`src/rtl/frontier_sysid_pkg.sv`:
```
// frontier_sysid_pkg: FSM state encoding, sysid word addresses and default expected values
package frontier_sysid_pkg;
    typedef enum logic [2:0] {IDLE, ID_REQ, ID_WAIT, TS_REQ, TS_WAIT, FIN} state_t;
    localparam logic ADDR_ID = 1'b0;
    localparam logic ADDR_TS = 1'b1;
    localparam logic [31:0] DEF_EXPECTED_ID = 32'd12345;
    localparam logic [31:0] DEF_EXPECTED_TIMESTAMP = 32'd1342531096;
endpackage

```
`src/rtl/frontier_avm_read_port.sv`:
```
// frontier_avm_read_port: single-outstanding Avalon-MM read with per-transaction timeout
// Ports: req (hold high for command + response), addr -> avm_address;
//        acc = command accepted, rvalid/rdata = response, tmo = transaction aborted this cycle.
module frontier_avm_read_port #(
    parameter int TIMEOUT_CYCLES = 255,
    parameter int TMO_W = 16
) (
    input  logic        clock,
    input  logic        reset,
    input  logic        req,
    input  logic        addr,
    output logic [31:0] rdata,
    output logic        rvalid,
    output logic        tmo,
    output logic        acc,
    output logic        avm_address,
    output logic        avm_read,
    input  logic        avm_waitrequest,
    input  logic [31:0] avm_readdata,
    input  logic        avm_readdatavalid
);
    logic [TMO_W-1:0] cnt_q, cnt_d;
    logic pend_q, pend_d, fin;
    // cnt_q counts cycles already spent in this transaction; the TIMEOUT_CYCLES-th cycle aborts
    // unless its response arrives in that same cycle. The read strobe drops in the abort cycle.
    always_comb begin
        rvalid = req & pend_q & avm_readdatavalid;
        tmo = req & ~rvalid & (cnt_q == TMO_W'(TIMEOUT_CYCLES - 1));
        avm_read = req & ~pend_q & ~tmo;
        acc = avm_read & ~avm_waitrequest;
        fin = ~req | rvalid | tmo;
        cnt_d = fin ? '0 : cnt_q + TMO_W'(1);
        pend_d = ~fin & (pend_q | acc);
    end
    assign avm_address = addr;
    assign rdata = avm_readdata;
    always_ff @(posedge clock or posedge reset) begin
        if (reset) begin
            cnt_q <= '0;
            pend_q <= 1'b0;
        end else begin
            cnt_q <= cnt_d;
            pend_q <= pend_d;
        end
    end
endmodule

```
`src/rtl/frontier_sysid_reader.sv`:
```
// frontier_sysid_reader: reads sysid ID and build timestamp over Avalon-MM and checks them
// Ports: start launches a check; avm_* read initiator; busy/done status; id_value/ts_value
//        captured words; id_ok/ts_ok/sysid_ok/timeout results held until the next start.
// Optional: FRONTIER_SYSID_READER_RETRY_EN retries a failed check up to 3 times and adds retries[1:0].
module frontier_sysid_reader
    import frontier_sysid_pkg::*;
#(
    parameter logic [31:0] EXPECTED_ID = DEF_EXPECTED_ID,
    parameter logic [31:0] EXPECTED_TIMESTAMP = DEF_EXPECTED_TIMESTAMP,
    parameter int TIMEOUT_CYCLES = 255,
    parameter int TMO_W = 16
) (
    input  logic        clock,
    input  logic        reset,
    input  logic        start,
    output logic        avm_address,
    output logic        avm_read,
    input  logic        avm_waitrequest,
    input  logic [31:0] avm_readdata,
    input  logic        avm_readdatavalid,
    output logic        busy,
    output logic        done,
    output logic [31:0] id_value,
    output logic [31:0] ts_value,
    output logic        id_ok,
    output logic        ts_ok,
    output logic        sysid_ok,
`ifdef FRONTIER_SYSID_READER_RETRY_EN
    output logic [1:0]  retries,
`endif
    output logic        timeout
);
    state_t state_q, state_d;
    logic [31:0] id_value_q, ts_value_q, rdata;
    logic id_ok_q, ts_ok_q, sysid_ok_q, timeout_q;
    logic req, addr, rvalid, tmo, acc, id_match, ts_match, again;
    frontier_avm_read_port #(.TIMEOUT_CYCLES(TIMEOUT_CYCLES), .TMO_W(TMO_W)) u_port (
        .clock(clock),
        .reset(reset),
        .req(req),
        .addr(addr),
        .rdata(rdata),
        .rvalid(rvalid),
        .tmo(tmo),
        .acc(acc),
        .avm_address(avm_address),
        .avm_read(avm_read),
        .avm_waitrequest(avm_waitrequest),
        .avm_readdata(avm_readdata),
        .avm_readdatavalid(avm_readdatavalid)
    );
    assign id_match = id_value_q == EXPECTED_ID;
    assign ts_match = ts_value_q == EXPECTED_TIMESTAMP;
`ifdef FRONTIER_SYSID_READER_RETRY_EN
    logic [1:0] retry_q;
    assign again = (timeout_q | ~id_match | ~ts_match) & (retry_q != 2'd3);
    assign retries = retry_q;
`else
    assign again = 1'b0;
`endif
    always_comb begin
        req = state_q inside {ID_REQ, ID_WAIT, TS_REQ, TS_WAIT};
        addr = (state_q == TS_REQ || state_q == TS_WAIT) ? ADDR_TS : ADDR_ID;
        state_d = state_q;
        case (state_q)
            IDLE:    state_d = start ? ID_REQ : IDLE;
            ID_REQ:  state_d = tmo ? FIN : acc ? ID_WAIT : ID_REQ;
            ID_WAIT: state_d = tmo ? FIN : rvalid ? TS_REQ : ID_WAIT;
            TS_REQ:  state_d = tmo ? FIN : acc ? TS_WAIT : TS_REQ;
            TS_WAIT: state_d = (tmo | rvalid) ? FIN : TS_WAIT;
            FIN:     state_d = again ? ID_REQ : IDLE;
            default: state_d = IDLE;
        endcase
    end
    always_ff @(posedge clock or posedge reset) begin
        if (reset) begin
            state_q <= IDLE;
            id_value_q <= '0;
            ts_value_q <= '0;
            id_ok_q <= 1'b0;
            ts_ok_q <= 1'b0;
            sysid_ok_q <= 1'b0;
            timeout_q <= 1'b0;
`ifdef FRONTIER_SYSID_READER_RETRY_EN
            retry_q <= 2'd0;
`endif
        end else begin
            state_q <= state_d;
            if (state_q == IDLE && start) begin
                id_value_q <= '0;
                ts_value_q <= '0;
                id_ok_q <= 1'b0;
                ts_ok_q <= 1'b0;
                sysid_ok_q <= 1'b0;
                timeout_q <= 1'b0;
`ifdef FRONTIER_SYSID_READER_RETRY_EN
                retry_q <= 2'd0;
`endif
            end
            if (state_q == ID_WAIT && rvalid) id_value_q <= rdata;
            if (state_q == TS_WAIT && rvalid) ts_value_q <= rdata;
            if (tmo) timeout_q <= 1'b1;
            if (state_q == FIN) begin
                id_ok_q <= id_match;
                ts_ok_q <= ts_match;
                sysid_ok_q <= id_match & ts_match & ~timeout_q;
                // A retried attempt starts from a clean capture so stale words cannot pass
                if (again) begin
                    id_value_q <= '0;
                    ts_value_q <= '0;
                    timeout_q <= 1'b0;
`ifdef FRONTIER_SYSID_READER_RETRY_EN
                    retry_q <= retry_q + 2'd1;
`endif
                end
            end
        end
    end
    assign busy = state_q != IDLE;
    assign done = (state_q == FIN) & ~again;
    assign id_value = id_value_q;
    assign ts_value = ts_value_q;
    assign id_ok = id_ok_q;
    assign ts_ok = ts_ok_q;
    assign sysid_ok = sysid_ok_q;
    assign timeout = timeout_q;
endmodule

```
`config.mk`:
```
export PLATFORM = sky130hd
export DESIGN_NAME = frontier_sysid_reader
export DESIGN_NICKNAME = d
export VERILOG_FILES = /design/src/rtl/frontier_sysid_pkg.sv /design/src/rtl/frontier_avm_read_port.sv /design/src/rtl/frontier_sysid_reader.sv
export SDC_FILE = /design/constraint.sdc
export NUM_CORES = 1
export LEC_CHECK = 0
export ABC_CLOCK_PERIOD_IN_PS = 4700
export CORE_ASPECT_RATIO = 0.5
export CORE_MARGIN = 10
export CORE_UTILIZATION = 45
export CTS_CLUSTER_SIZE = 14
export DETAILED_ROUTE_END_ITERATION = 10
export PLACE_DENSITY = 0.83
export SYNTH_ARGS = -nofsm -noshare
export SYNTH_HDL_FRONTEND = slang
export SYNTH_HIERARCHICAL = 1
export SYNTH_SLANG_ARGS = --single-unit
```
`constraint.sdc`:
```
create_clock -name clock -period 4.7 [get_ports clock]
set_input_delay 0.47 -clock clock [delete_from_list [all_inputs] [get_ports clock]]
set_output_delay 0.47 -clock clock [all_outputs]
set_load 0.02 [all_outputs]
```
* Yosys cells after proc, flatten, opt, wreduce, memory -nomap -nowiden
Index checks and enable logic that the tools add are counted.
W data, S select, Z words.
** Word-level totals
- Latch bits :: 0
- Memories kept :: 0
- Register bits after elaboration :: 88
- Memory bits (writable) :: 0
- ROM bits :: 0
- Bits of input ports :: 37
** Operators by class
- Reductions and logical operators :: 11
- Eq/ne operators :: 8
- Add/subtract/negate cells :: 1
- $mul :: 0
- Magnitude comparators :: 0
- Muxes and demuxes :: 19
- Shift-type cells :: 0
- Bitwise logic cells :: 21
- Div/mod/pow operators :: 0
** Operators by type and width (count)
- $mux W32 :: 3
- $eq A32 B14 Y1 const B :: 1
- $eq A32 B31 Y1 const B :: 1
- $add A16 B1 Y16 const B :: 1
- $eq A16 B8 Y1 const B :: 1
- $mux W16 :: 1
- $pmux W3 S5 :: 1
- $mux W3 :: 4
- $and A1 B1 Y1 :: 10
- $mux W1 :: 9
- $reduce_bool A2 Y1 :: 4
- $not A1 Y1 :: 7
- $eq A3 B2 Y1 const B :: 2
- $eq A3 B3 Y1 const B :: 2
- $or A1 B1 Y1 :: 4
- $reduce_bool A4 Y1 :: 1
- $eq A3 B1 Y1 const B :: 1
- $logic_and A1 B1 Y1 :: 3
- $logic_not A3 Y1 :: 1
- $reduce_bool A3 Y1 :: 1
- $mux W2 :: 1
- $logic_or A1 B1 Y1 :: 1

* Longest topological paths before layout
Gate-level depths: netlist of the first run.
- Word-level depth :: 13
- Gate-level depth with buffers :: 9

* Cells and area by module
Netlist of the first run, hierarchy kept.
** Modules (own cells, without submodules)
- frontier_sysid_reader :: cells an instance 213, sequential area each 1776.7 sq um, instances 1, area each 2889.0 sq um
- frontier_avm_read_port :: cells an instance 123, sequential area each 425.4 sq um, instances 1, area each 1133.6 sq um

* Worst setup path before layout of the first run
OpenSTA, ideal clock, no wires.
- Kind :: flip-flop to flip-flop
- Start point :: register u_port.cnt_q[0]
- End point :: register state_q[0]
- Arrival time :: 2.282 ns
- Slack :: 2.353 ns
- Library setup time :: 0.064 ns
- Stages on the path, launching flop included :: 10
- Clock period less this slack :: 2.347 ns
- Cell sequence :: dfrtp_1 inv_1 ha_1 or4b_1 or4_4 and3_4 nor2b_4 nor2b_1 o21ai_0 o21a_1
** Between the ends
- Longest elaborated chain between the ends :: 8
- Elaborated cells between the ends (all ways) :: 13
** Ends and longest elaborated chain
- from (decl) :: line frontier_avm_read_port.sv:22 : logic [TMO_W-1:0] cnt_q, cnt_d;
- from (signal assigned) :: line frontier_avm_read_port.sv:42 : cnt_q <= cnt_d;
- $eq A16 B8 Y1 (*) :: line frontier_avm_read_port.sv:28 : tmo = req & ~rvalid & (cnt_q == TMO_W'(TIMEOUT_CYCLES - 1));
- $and A1 B1 Y1 (*) :: line frontier_avm_read_port.sv:28
- $not A1 Y1 (*) :: line frontier_avm_read_port.sv:29 : avm_read = req & ~pend_q & ~tmo;
- $and A1 B1 Y1 (*) :: line frontier_avm_read_port.sv:29
- named net avm_read :: line frontier_sysid_reader.sv:17 : output logic avm_read,
- $and A1 B1 Y1 (*) :: line frontier_avm_read_port.sv:30 : acc = avm_read & ~avm_waitrequest;
- named net acc :: line frontier_sysid_reader.sv:36 : logic req, addr, rvalid, tmo, acc, id_match, ts_match, again;
- $mux W3 or $mux W2 (tied branches) :: line frontier_sysid_reader.sv:69, frontier_sysid_reader.sv:67
- $mux W3 (on tied branches) :: line frontier_sysid_reader.sv:69, frontier_sysid_reader.sv:67
- $pmux W3 S5 (*) :: line frontier_sysid_reader.sv:65 : case (state_q)
- named net state_d[0] :: line frontier_sysid_reader.sv:33 : state_t state_q, state_d;
- to (signal assigned) :: line frontier_sysid_reader.sv:88 : state_q <= state_d;
- to (decl) :: line frontier_sysid_reader.sv:33
The timed path passes the listed nets; every way through them passes the cells marked *.
A chain may end at the register's enable or synchronous reset.

* Worst setup path in the final report of the first run
- Start point :: register u_port.cnt_q[0]
- End point :: output avm_read
** Between the ends
- Longest elaborated chain between the ends :: 4
** Ends and longest elaborated chain (line)
- $eq A16 B8 Y1 :: frontier_avm_read_port.sv:28
- $and A1 B1 Y1 :: frontier_avm_read_port.sv:28
- $not A1 Y1 :: frontier_avm_read_port.sv:29
- $and A1 B1 Y1 :: frontier_avm_read_port.sv:29
- to (decl) :: frontier_sysid_reader.sv:17
Every way passes these cells.

==> results of run 1 <==
## Yosys cell counts (all sizes together)
master / count / area (µm²)
a211o: 1 / 8.760
xor2: 2 / 17.52
nor4bb: 6 / 60.06
or4: 1 / 11.26
a21o: 2 / 15.01
buf: 51 / 385.4
dfrtp: 88 / 2202
nand3: 6 / 42.54
nor4b: 2 / 17.52
nor2b: 5 / 46.30
or3b: 1 / 8.760
and3: 4 / 30.03
nand4bb: 1 / 11.26
a22o: 66 / 578.1
or3: 4 / 25.02
nand4: 6 / 43.79
nor2: 23 / 93.84
o22ai: 1 / 6.260
mux2: 1 / 11.26
nand2b: 1 / 13.76
o21ai: 4 / 20.01
o21a: 1 / 7.510
inv: 7 / 26.28
and3b: 2 / 17.52
a31oi: 1 / 6.260
nor4: 10 / 62.56
or4b: 1 / 10.01
and4: 1 / 8.760
xnor2: 14 / 122.6
nor3: 6 / 30.03
ha: 2 / 25.02
nand2: 14 / 52.55
a21oi: 1 / 5.000
## state kept, by name, indices dropped and copies added, names as in the netlist
signal and flops:
id_ok 1, id_value 32, state_q 3, sysid_ok 1
timeout 1, ts_ok 1, ts_value 32, u_port/cnt_q 16
u_port/pend_q 1
## cells by family (layout without fill, tap and decap cells)
kind of cell | after synthesis | count (layout) | synth area share, %
AOI/OAI and AO/OA | 77 | 77 | 16.08
xor gates and xnor gates | 16 | 16 | 3.484
adders and majority gates | 2 | 2 | 0.6220
buffers and inverters | 58 | 133 | 10.23
DFF | 88 | 88 | 54.74
muxes | 1 | 1 | 0.2799
and+or+nand+nor | 94 | 94 | 14.56
## per-layer routing
layer | global-route usage, % | share of wire (%) | routed length, µm | vias up
met2 | 28.25 | 53 | 5523 | 74
met4 | 4.774 | 2.1 | 217 | 0
met3 | 4.832 | 5.0 | 525 | 21
met5 | 0 | 0 | 0 | -
met1 | 17.67 | 40 | 4222 | 1491
li1 | - | - | - | 1337
## area by class of cell
| cell class | count | area (µm²) |
|---|---|---|
| clock inverter | 4 | 52.55 |
| timing repair buffer | 111 | 1104 |
| clock buffer | 11 | 252.7 |
| multi-input combinational | 190 | 1409 |
| fill | 718 | 3516 |
| sequential | 88 | 2202 |
| tap | 117 | 146.4 |
| inverter | 7 | 26.28 |
## worst paths after layout
check | from | endpoint | slack [ns] | cells past startpoint
hold reg to reg | id_ok | id_ok | 0.49 | 2
min in group asynchronous | reset | u_port/cnt_q[13] | 0.60 | 2
max in group asynchronous | reset | id_value[3] | 3.15 | 3
setup reg to reg | state_q[1] | ts_value[18] | 1.93 | 6
hold / removal | id_ok | id_ok | 0.49 | 2
setup / recovery | u_port/cnt_q[0] | avm_read | 1.53 | 6
## report_power, final
part / switching (mW) / internal [mW] / total (mW)
Clock: 0.285 / 0.440 / 0.724
Combinational: 0.581 / 0.558 / 1.14
Sequential: 0.206 / 0.943 / 1.15
Total: 1.07 / 1.94 / 3.01
## critical path, stage by stage, from the launching register on
cell and delay [ns]:
dfrtp_1 0.42, inv_1 0.08, ha_1 0.13, or4b_1 0.43, or4_4 0.58, and3_4 0.20, clkdlybuf4s50_1 0.53
## cells in the final DEF, fill, tap and decap left out, types with 2 or more instances in the layout
| cell type | netlist | final |
|---|---|---|
| xor2_1 | 2 | 2 |
| nand4_1 | 5 | 5 |
| inv_1 | 7 | 6 |
| o21ai_0 | 3 | 3 |
| clkbuf_16 | 0 | 9 |
| nor2b_1 | 3 | 3 |
| nor4_1 | 10 | 10 |
| nor4b_1 | 2 | 2 |
| clkbuf_8 | 0 | 2 |
| nand2_1 | 14 | 14 |
| and3_1 | 3 | 3 |
| ha_1 | 2 | 2 |
| buf_4 | 37 | 3 |
| a22o_1 | 66 | 66 |
| nand3_1 | 5 | 5 |
| nor3_1 | 6 | 6 |
| nor4bb_1 | 6 | 6 |
| a21o_1 | 2 | 2 |
| clkdlybuf4s50_1 | 0 | 108 |
| and3b_1 | 2 | 2 |
| or3_1 | 4 | 4 |
| nor2b_4 | 2 | 2 |
| xnor2_1 | 14 | 14 |
| nor2_1 | 22 | 22 |
| dfrtp_1 | 88 | 88 |
## metrics by stage
stage / area (µm²) / worst slack [ns] / hold slack [ns]
4_1_cts: 5192 / 1.514 / 0.4856
3_3_place_gp: 4887 / 1.913 / 0.4727
3_5_place_dp: 4887 / 1.871 / 0.4713
5_1_grt: 5192 / 1.443 / 0.5298
2_1_floorplan: 4023 / 2.353 / 0.3961
6_report: 5192 / 1.532 / 0.4869
==> key figures, run 1 <==
Floorplan
  • Die X-Extent: 153.7 µm
  • CORE AREA: 8708 µm²
  • Die area: 13350 µm²
  • # rows: 24
  • Die height: around 87 µm
  • Initial Util: 46.19%
  • IO Count: 109

Clock network
  • Clk sinks: 88
  • CTS tree: built
  • CTS H-tree depth: 3
  • Post-cts sizing count: 0
  • Cts bufs inserted: 9
  • Post-CTS Hold Buffers: 0
  • Clock root buffer: clkbuf_16
  • Postcts setup bufs: 0
  • CTS clk-pin slew, worst paths: approximately 0.060 ns
  • CTS Buffer Depth: 2
  • Clk_lat worst skew: around 0.34 ns

STA
  • Finish-stage setup viols: 0
  • Setup TNS: 0 ns
  • Fin. max-slew vios: 0
  • Worst Tran Pin Value: 1.202 ns
  • Fmax achieved: 315.7 MHz
  • Final Critical Period: about 3.2 ns
  • RSZ-0062 raised after global routing: no
  • Max-slew headroom: 19.64%
  • Clk_skew: 0.007630 ns
  • Hold Vio Cnt, Final: 0
  • Crit share post-route: 67.39%

Worst setup path
  • WS Path Type: reg -> out
  • Critical Path Fanout Max: 5
  • Critical Path RT: 4.23 ns
  • CP Capture Type: output port
  • Startpoint Class: flop
  • WP data arrival: 2.70 ns

Logic synthesis
  • Synth warn: 6
  • Count of state elements after synthesis: 88
  • Syn Nets: 375
  • Cells after synthesis: between 300 and 400
  • Sequential share of the synthesized area: 54.74%
  • Synthesized area: roughly 4000 µm²
  • Mean post-synth cell area: 11.97 µm²
  • Synth cell types: 41

Route
  • Number of routed nets with antenna violations: 0
  • Via/cell ratio: 5.536
  • Final WL: approximately 10000 µm
  • DRT iter0 DRCs: about 190
  • Wire length per cell: 19.87 µm
  • Drt pass-1 iters: 4
  • DRC: 0
  • Total number of vias: about 2900

Global route
  • Initial antenna violation count: 0
  • Total grt overflow: 0
  • Vias in the first global route: 3103
  • Gr usage total: 15.68%
  • Pin count of the biggest net entering global routing: 41
  • First-pass GRT wire length: roughly 17000 µm

Outcome
  • Status: completed

Pwr
  • Leak: 2.277 nW
  • Design Power: 3.012 mW
  • Maximum vdd drop: 0.0003107 V
  • Power per Cell Area: 580.1 nW/µm²

Layout
  • Antenna cell count: 0
  • Area growth from synthesis to layout: 29.08%
  • Fraction of layout cells with a size suffix above 1: between 6 and 7%
  • Final Core Density: 59.63%
  • Post-route insts no fill: 528
  • Nets: around 450

Hold path
  • HP Class: reg -> reg

Placed design
  • Port buffer count: 108
  • Placed cells: ~500
  • GPL Wtd Cong: 0.7751
  • Final HPWL DP: 7472 µm

Flow run
  • Max-Cap Viols: 0
No activity file was read; power rests on OpenSTA's default activity.
==> inputs of run 2 (changes only) <==
ABC_CLOCK_PERIOD_IN_PS = 2650   (was 4700)
CORE_UTILIZATION = 44   (was 45)
PLACE_DENSITY = 0.85   (was 0.83)
clock period = 2.65 ns   (was 4.7 ns; I/O delays follow)
==> key figures, run 2 (synthesis gave the netlist of run 1 again) <==
Floorplan
  • Die X-Extent: 155.2 µm (+0.98%)
  • # rows: 24 (unchanged)
  • CORE AREA: 8798 µm² (+1.0%)
  • Die area: 13600 µm² (+1.9%)
  • Initial Util: 45.72% (-0.47 points)
  • Die height: 87.61 µm (+0.87%)
  • IO Count: 109 (unchanged)

STA
  • Setup TNS: 0 ns (unchanged)
  • Final Critical Period: 2.509 ns
  • Clk_skew: 0.006444 ns (-0.001186 ns)
  • Finish-stage setup viols: 0 (unchanged)
  • Worst Tran Pin Value: 0.6449 ns (-0.5576 ns)
  • Max-slew headroom: 56.96% (+37 points)
  • Fin. max-slew vios: 0 (unchanged)
  • Final setup margin: 0.1412 ns (-1.391 ns)
  • Hold Vio Cnt, Final: 0 (unchanged)
  • Fmax achieved: 398.6 MHz
  • RSZ-0062 raised after global routing: no
  • Crit share post-route: 94.67%

Worst setup path
  • Critical Path, Cell by Cell: inv_1, ha_1, or4b_1, or4_4, and3_4, clkdlybuf4s15_2
  • Crit path buf inv count: 2 (unchanged)
  • Startpoint Class: flop
  • CP Capture Type: output port
  • WS Path Type: reg -> out
  • Worst path slowest cell: or4_4
  • WP data arrival: 2.24 ns (-0.46 ns)
  • R2R setup slack: 0.28 ns (-1.65 ns)
  • Crit Reg-Reg Startpoint: state_q[1]
  • Critical path's top delay family: simple AND/OR/NAND/NOR gates
  • Worst r2r dst: id_value[7]
  • Critical Path Fanout Max: 3 (-2)
  • Critical Path RT: 2.38 ns (-1.85 ns)
  • R2r worst-path depth: 7 (+1)
  • Max incr delay on CP: 0.46 ns (-0.12 ns)

Route
  • Number of routed nets with antenna violations: 0 (unchanged)
  • DRT iter0 DRCs: 200 (+7.0%)
  • Total number of vias: 2889 (-1.2%)
  • Final WL: 10560 µm (+0.66%)
  • Drt pass-1 iters: 4 (unchanged)
  • Via/cell ratio: 5.430 (-1.9%)
  • Wire length per cell: 19.85 µm (about the same)
  • DRC: 0 (unchanged)

Placed design
  • Port buffer count: 108 (unchanged)
  • Placement Setup Slack: 0.07497 ns (-1.797 ns)
  • GPL Wtd Cong: 0.7885 (+1.7%)
  • Final HPWL DP: 7500 µm (+0.37%)
  • Post-place instance area: 4930 µm² (+0.87%)

Global route
  • Total grt overflow: 0 (unchanged)
  • Gr usage total: 15.74% (+0.060 points)
  • Vias in the first global route: 3029 (-2.4%)
  • First-pass GRT wire length: 16950 µm (+0.58%)
  • Initial antenna violation count: 0 (unchanged)
  • Pin count of the biggest net entering global routing: 72 (+76%)

Clock network
  • CTS tree: built
  • CTS Buffer Depth: 2 (unchanged)
  • CTS clk-pin slew, worst paths: 0.06 ns (about the same)
  • Clk sinks: 88 (unchanged)
  • CTS H-tree depth: 3 (unchanged)
  • Cts bufs inserted: 9 (unchanged)
  • Clock root buffer: clkbuf_16
  • Clk_lat worst skew: 0.34 ns (about the same)

Layout
  • Most frequent cells in the layout: clkdlybuf4s50_1 (107), dfrtp_1 (88), a22o_1 (66)
  • Area growth from synthesis to layout: 30.48%
  • Commonest non-fill, non-tap cell in the layout: clkdlybuf4s50_1
  • Post-Layout Inst Area: 5249 µm² (+1.1%)
  • Fraction of layout cells with a size suffix above 1: 7.711% (+1.1 points)
  • Antenna cell count: 0 (unchanged)
  • Nets: 450 (+0.90%)

Pwr
  • Sw frac: 35.12% (-0.45 points)
  • Power per Cell Area: 1037 nW/µm² (+79%)
  • Maximum vdd drop: 0.0004354 V (+40%)
  • Comb power frac: 38.2% (+0.4 points)
  • Internal power: 3.533 mW (+82%)
  • Switching power: 1.912 mW (+79%)
  • Leak: 2.308 nW (+1.4%)
  • Part of the power in registers: 36.9% (-1.2 points)
  • Clock power frac: 24.9% (+0.9 points)

Outcome
  • Status: completed

Hold path
  • HP Class: in -> async

Flow run
  • Max-Cap Viols: 0 (unchanged)
run 2: cell count changes in the layout (fill, tap and decap cells not counted):
cell | previous run | this run
buf_4 | 3 | 6
buf_12 | 0 | 1
bufinv_16 | 1 | 2
clkbuf_8 | 2 | 1
clkdlybuf4s15_2 | 0 | 1
clkdlybuf4s50_1 | 108 | 107
clkinv_2 | 1 | 2
clkinv_4 | 1 | 0
run 2: power groups by stage:
stage | Sequential (mW) | Clock (mW) | Combinational, mW
global route | 2.06 | 1.45 | 2.22
finish | 2.01 | 1.36 | 2.08
floorplan | 2.28 | 0 | 0.936
global placement | 2.01 | 0 | 2.06
detailed placement | 2.02 | 0 | 2.11
CTS | 2.01 | 1.38 | 2.11
run 2: layout make-up:
class	instances	area, µm²
Timing Repair Buffer	115	1147
Fill cell	738	3550
Sequential cell	88	2202
Clock buffer	10	239.0
Tap cell	117	146.4
Inverter	7	26.28
Multi-Input combinational cell	190	1409
Clock inverter	5	78.83
run 2: through the flow:
step	power [mW]	hold slack, ns	util, %	cells
3_5_place_dp	4.130	0.4722	56.03	517
3_3_place_gp	4.073	0.4711	56.03	517
5_1_grt	5.733	0.4146	59.66	532
6_report	5.445	0.3803	59.66	532
2_1_floorplan	3.212	0.1911	-	336
4_1_cts	5.494	0.3998	59.66	532
run 2: worst max-delay path by stage:
| stage | start | end | cells past startpoint |
|---|---|---|---|
| after floorplan | u_port/cnt_q[0] | state_q[0] | 9 |
| after global placement | u_port/cnt_q[0] | avm_read | 6 |
| after CTS | u_port/cnt_q[0] | avm_read | 6 |
| final | u_port/cnt_q[0] | avm_read | 6 |
| after global routing | u_port/cnt_q[0] | avm_read | 6 |
| after detailed placement | u_port/cnt_q[0] | avm_read | 6 |
run 2: tightest hold or removal path, cell delays in order:
cell and delay [ns]:
clkdlybuf4s50_1 0.45, inv_2 0.09, buf_12 0.31
run 2: layer usage:
metal	global-route usage [%]	up-vias	wire [µm]
met4	4.730	0	169
met2	27.86	52	5558
met1	18.50	1475	4414
li1	-	1348	-
met3	4.452	14	415
met5	0	-	0
run 2: what timing repair did:
action                     4_1_cts  5_1_grt
hold buffers                     0        0
resized for setup                3        0
setup endpoints to repair        1        0
buffers inserted                 0        0
hold endpoints to repair         0        0
==> RTL edit 1, RTL diff (settings of run 2) <==
Reset style: synchronous (`reset`), changed in 2 clocked blocks.
--- a/src/rtl/frontier_avm_read_port.sv
+++ b/src/rtl/frontier_avm_read_port.sv
@@ -36,3 +36,3 @@
     assign rdata = avm_readdata;
-    always_ff @(posedge clock or posedge reset) begin
+    always_ff @(posedge clock) begin
         if (reset) begin
--- a/src/rtl/frontier_sysid_reader.sv
+++ b/src/rtl/frontier_sysid_reader.sv
@@ -74,3 +74,3 @@
     end
-    always_ff @(posedge clock or posedge reset) begin
+    always_ff @(posedge clock) begin
         if (reset) begin
Behaviour: differs if reset is asserted again (counterexample within 4 cycles, from zero or initial values and one cycle with reset high); with reset held inactive, the same outputs for 10 cycles.
==> RTL edit 1 against run 2 <==
Synthesized cell count rose by 23%. Count of clock-buffer cells in the layout did not move. Sequential cell count did not move. Cell area fell by 5.8%. Critical endpoint unchanged. Synthesized area fell by 7.8%. Worst setup slack improved by 82 ps. Highest routed layer unchanged. Routed wire length rose by 0.65%.
Power is not compared: it rests on default switching activity, and its combinational part moved more than twofold at a synthesized area within 25%.
==> RTL edit 1: results (changes against run 2) <==
Worst setup path
The largest fanout on the critical path is 5 (was 3). The data arrival time of the critical path was 2160 ps (was 2240 ps).

Drt
The number of violations reported at the end of detailed-routing iteration 0 is 283 (was 200). The detailed-router iteration count before antenna repair was 5 (was 4). The mean number of vias per cell is 5.53 (was 5.43).

The via count came to 3299 (was 2889). The average wire per standard cell came to 17.8 um (was 19.8 um).

Global route
The via count of the first global-routing pass was 3166 (was 3029). The wire length of the first global-routing pass came to 17.0 mm (about the same). The pin count of the biggest net entering global routing is 54 (was 72). The total routing resource utilization after global routing is 16.4% (was 15.7%). The remaining global-route overflow was 0 (unchanged).

Yosys
The synthesized netlist net count came to 451 (was 375). The post-synthesis xor/xnor area fraction came to 3.31% (was 3.48%). The register area share after synthesis came to 47.5% (was 54.7%).

Largest cells by area after synthesis: dfxtp_1 48%, a22oi_1 13%, nor2_1 8.8% (was dfrtp_1 55%, a22o_1 14%, buf_4 6.9%). Most frequent cells after synthesis: 88 x dfxtp_1, 87 x nor2_1, 64 x a22oi_1, 34 x buf_4, 17 x clkbuf_1 (was 88 x dfrtp_1, 66 x a22o_1, 37 x buf_4, 22 x nor2_1). The adder-cell share of the synthesized area is 0.675% (was 0.622%).

The count of different cell masters after synthesis is 37 (was 41). The synthesized-area fraction occupied by ao, oa, aoi and oai cells is 15.4% (was 16.1%). The mux contribution to synthesized area came to 0% (was 0.280%). The post-synthesis average cell area was 9.00 um2 (was 12.0 um2). The async set or reset register ratio after synthesis is 0% (was 100%).

Min path
The worst min-delay path category is in -> reg (was in -> async).

Layout
The fraction of layout cells with a size suffix above 1 came to 6.60% (was 7.71%). The number of nets in the layout was 519 (was 450).

Placed design
The cell area after placement was 0.00465 mm2 (was 0.00493 mm2). The number of placed instances with taps included is 581 (was 517). The placement-stage worst setup slack is 408 ps (was 75.0 ps). The routability congestion estimate from global placement came to 0.835 (was 0.789). The post-detailed-placement half-perimeter wirelength is 7.72 mm (was 7.50 mm).

STA
The worst-case clock skew was 7.96 ps (was 6.44 ps). The relative max-transition margin is 53.9% (was 57.0%).

CTS
The post-cts gate resize count was 0 (was 3). The number of buffers on the longest clock path is 2 (unchanged). The buffer cell driving the clock tree root is clkbuf_16 (unchanged).

Power
The worst-case IR drop observed on VDD is 0.306 mV.

Outcome
Outcome: finished, final reports clean (unchanged).
## RTL edit 1: final timing paths
check | slack (ps) | depth (start not counted) | end | from
min | 320 | 2 | id_value[13]$_SDFFE_PP0P_ | reset
max reg2reg | 340 | 8 | id_value[0]$_SDFFE_PP0P_ | state_q[1]$_SDFF_PP0_
max | 220 | 7 | avm_read | u_port/cnt_q[0]$_SDFF_PP0_
min reg2reg | 460 | 2 | id_ok$_SDFFE_PP0P_ | id_ok$_SDFFE_PP0P_
## RTL edit 1: logic make-up (layout without fill, tap and decap cells)
| logic type | Yosys count | after routing |
|---|---|---|
| AO/OA/AOI/OAI | 80 | 80 |
| XOR/XNOR | 14 | 14 |
| adder cells (fa/ha/maj) | 2 | 2 |
| buffers and inverters | 66 | 139 |
| flip-flops | 88 | 88 |
| AND/OR/NAND/NOR | 162 | 162 |
## RTL edit 1: where the power goes
part | switching, mW | leakage [nW] | internal [mW]
Sequential | 0.00420 | 0.709 | 1.33
Clock | 0.517 | 0.147 | 0.735
Combinational | 0.101 | 0.803 | 0.0783
Total | 0.622 | 1.66 | 2.14
## RTL edit 1: area by class of cell
cell class                      count  area [um2]
Tap cell                          112         140
Clock inverter                      6        66.3
Fill cell                         661        3140
Timing Repair Buffer              117        1140
Inverter                            6        22.5
Multi-Input combinational cell    258        1580
Sequential cell                    88        1760
Clock buffer                       10         229
## RTL edit 1: layer usage
metal / vias to the layer above / global-route usage (%) / wire length [um]
met5: - / 0 / 0
met1: 1597 / 18.7 / 4240
li1: 1575 / - / -
met2: 113 / 29.0 / 5580
met4: 0 / 4.91 / 140
met3: 14 / 4.93 / 664
## RTL edit 1: worst max-delay path: stages, from the launching register on
cell	delay [ps]
dfxtp_1	390
inv_1	60
ha_1	180
nor4b_1	130
and4_1	210
nand2b_1	150
nor2_1	90
clkdlybuf4s50_1	610
==> RTL edit 2, RTL diff (settings of run 2) <==
Made on the original files. `TMO_W` is set to 16 in 2 places; all go to 18.
--- a/src/rtl/frontier_avm_read_port.sv
+++ b/src/rtl/frontier_avm_read_port.sv
@@ -5,3 +5,3 @@
     parameter int TIMEOUT_CYCLES = 255,
-    parameter int TMO_W = 16
+    parameter int TMO_W = 18
 ) (
--- a/src/rtl/frontier_sysid_reader.sv
+++ b/src/rtl/frontier_sysid_reader.sv
@@ -10,3 +10,3 @@
     parameter int TIMEOUT_CYCLES = 255,
-    parameter int TMO_W = 16
+    parameter int TMO_W = 18
 ) (
Formal check against the unedited RTL: no difference found for any inputs over 10 cycles, from zero or initial values and one cycle with reset high; that may be too few to reach the edited logic, so the function may still have changed.
==> RTL edit 2 against run 2 <==
Via count rose by 5.4%. Total power rose by 1.1%. Worst setup slack improved by 69 ps. Largest power group is now registers. Cell area rose by 2.2%. Synthesized area rose by 3.1%. Count of clock-buffer cells in the layout fell by 1. Critical endpoint unchanged. Routed wire length rose by 4.3%. Global-route usage rose by 0.49 points. Sequential cell count rose by 2.
==> RTL edit 2: results (changes against run 2) <==
Global route
The total routing resource utilization after global routing is 16.2% (was 15.7%). The via count of the first global-routing pass is 3125 (was 3029). The met2 demand-to-capacity share in global routing is 28.4% (was 27.9%). The pin count of the biggest net entering global routing is 33 (was 72).

Yosys
Most frequent cells after synthesis: 90 x dfrtp_1, 66 x a22o_1, 37 x buf_4, 19 x nor2_1, 13 x nand2_1 (was 88 x dfrtp_1, 66 x a22o_1, 37 x buf_4, 22 x nor2_1). The count of different cell masters after synthesis is 39 (was 41). The mux contribution to synthesized area is 0.271% (was 0.280%).

The synthesized netlist net count is 388 (was 375). The post-synthesis xor/xnor area fraction was 3.59% (was 3.48%).

Outcome
Outcome: finished, final reports clean (unchanged).

Layout
The fraction of layout cells with a size suffix above 1 is 7.04% (was 7.71%). The number of nets in the layout was 460 (was 450). The area growth from synthesis to layout is 29.4% (was 30.5%). The total of fill cells in the finished design is 710 (was 738).

STA
The slew of the pin with the lowest slew margin is 756 ps (was 645 ps). The worst-case clock skew is 9.79 ps (was 6.44 ps).

Worst setup path
The cell with the biggest individual delay on the critical path is clkdlybuf4s50_1 (was or4_4). The capture point of the worst reg-to-reg path is id_value[13]$_DFFE_PP0P_ (was id_value[7]$_DFFE_PP0P_). The data arrival time of the critical path is 2170 ps (was 2240 ps).

Drt
The via count is 3046 (was 2889). The amount of wire on met3 after detailed routing is 486 um (was 415 um). The routed length on met1 came to 4.47 mm (was 4.41 mm).

The average wire per standard cell is 20.3 um (was 19.8 um). The number of violations reported at the end of detailed-routing iteration 0 is 157 (was 200).

Power
The switching part of the total was 35.9% (was 35.1%). The cell internal power dissipation is 3.53 mW (about the same). The largest voltage drop on the vdd net is 0.416 mV (was 0.435 mV).

Placed design
The number of placed instances with taps included is 527 (was 517). The cell area after placement is 0.00503 mm2 (was 0.00493 mm2). The routability congestion estimate from global placement is 0.832 (was 0.789). The post-detailed-placement half-perimeter wirelength is 7.92 mm (was 7.50 mm).
RTL edit 2: cell type report:
| class | count | area share (%) |
|---|---|---|
| well taps | 117 | 2.73 |
| flip-flops and latches | 90 | 42.0 |
| repair buffers | 115 | 21.4 |
| clock inverters | 7 | 1.89 |
| clock buffers | 9 | 4.20 |
| inverters | 5 | 0.350 |
| multi-input cells | 200 | 27.5 |
RTL edit 2: how the worst max path moves through the flow:
stage,depth (start not counted),endpoint,slack (ps),startpoint
6_report,7,avm_read,210,u_port/cnt_q[0]$_DFF_PP0_
3_3_place_gp,7,avm_read,540,u_port/cnt_q[0]$_DFF_PP0_
5_1_grt,7,avm_read,8,u_port/cnt_q[0]$_DFF_PP0_
3_5_place_dp,7,avm_read,490,u_port/cnt_q[0]$_DFF_PP0_
2_1_floorplan,1,id_ok$_DFFE_PP0P_,590,reset
4_1_cts,7,avm_read,110,u_port/cnt_q[0]$_DFF_PP0_
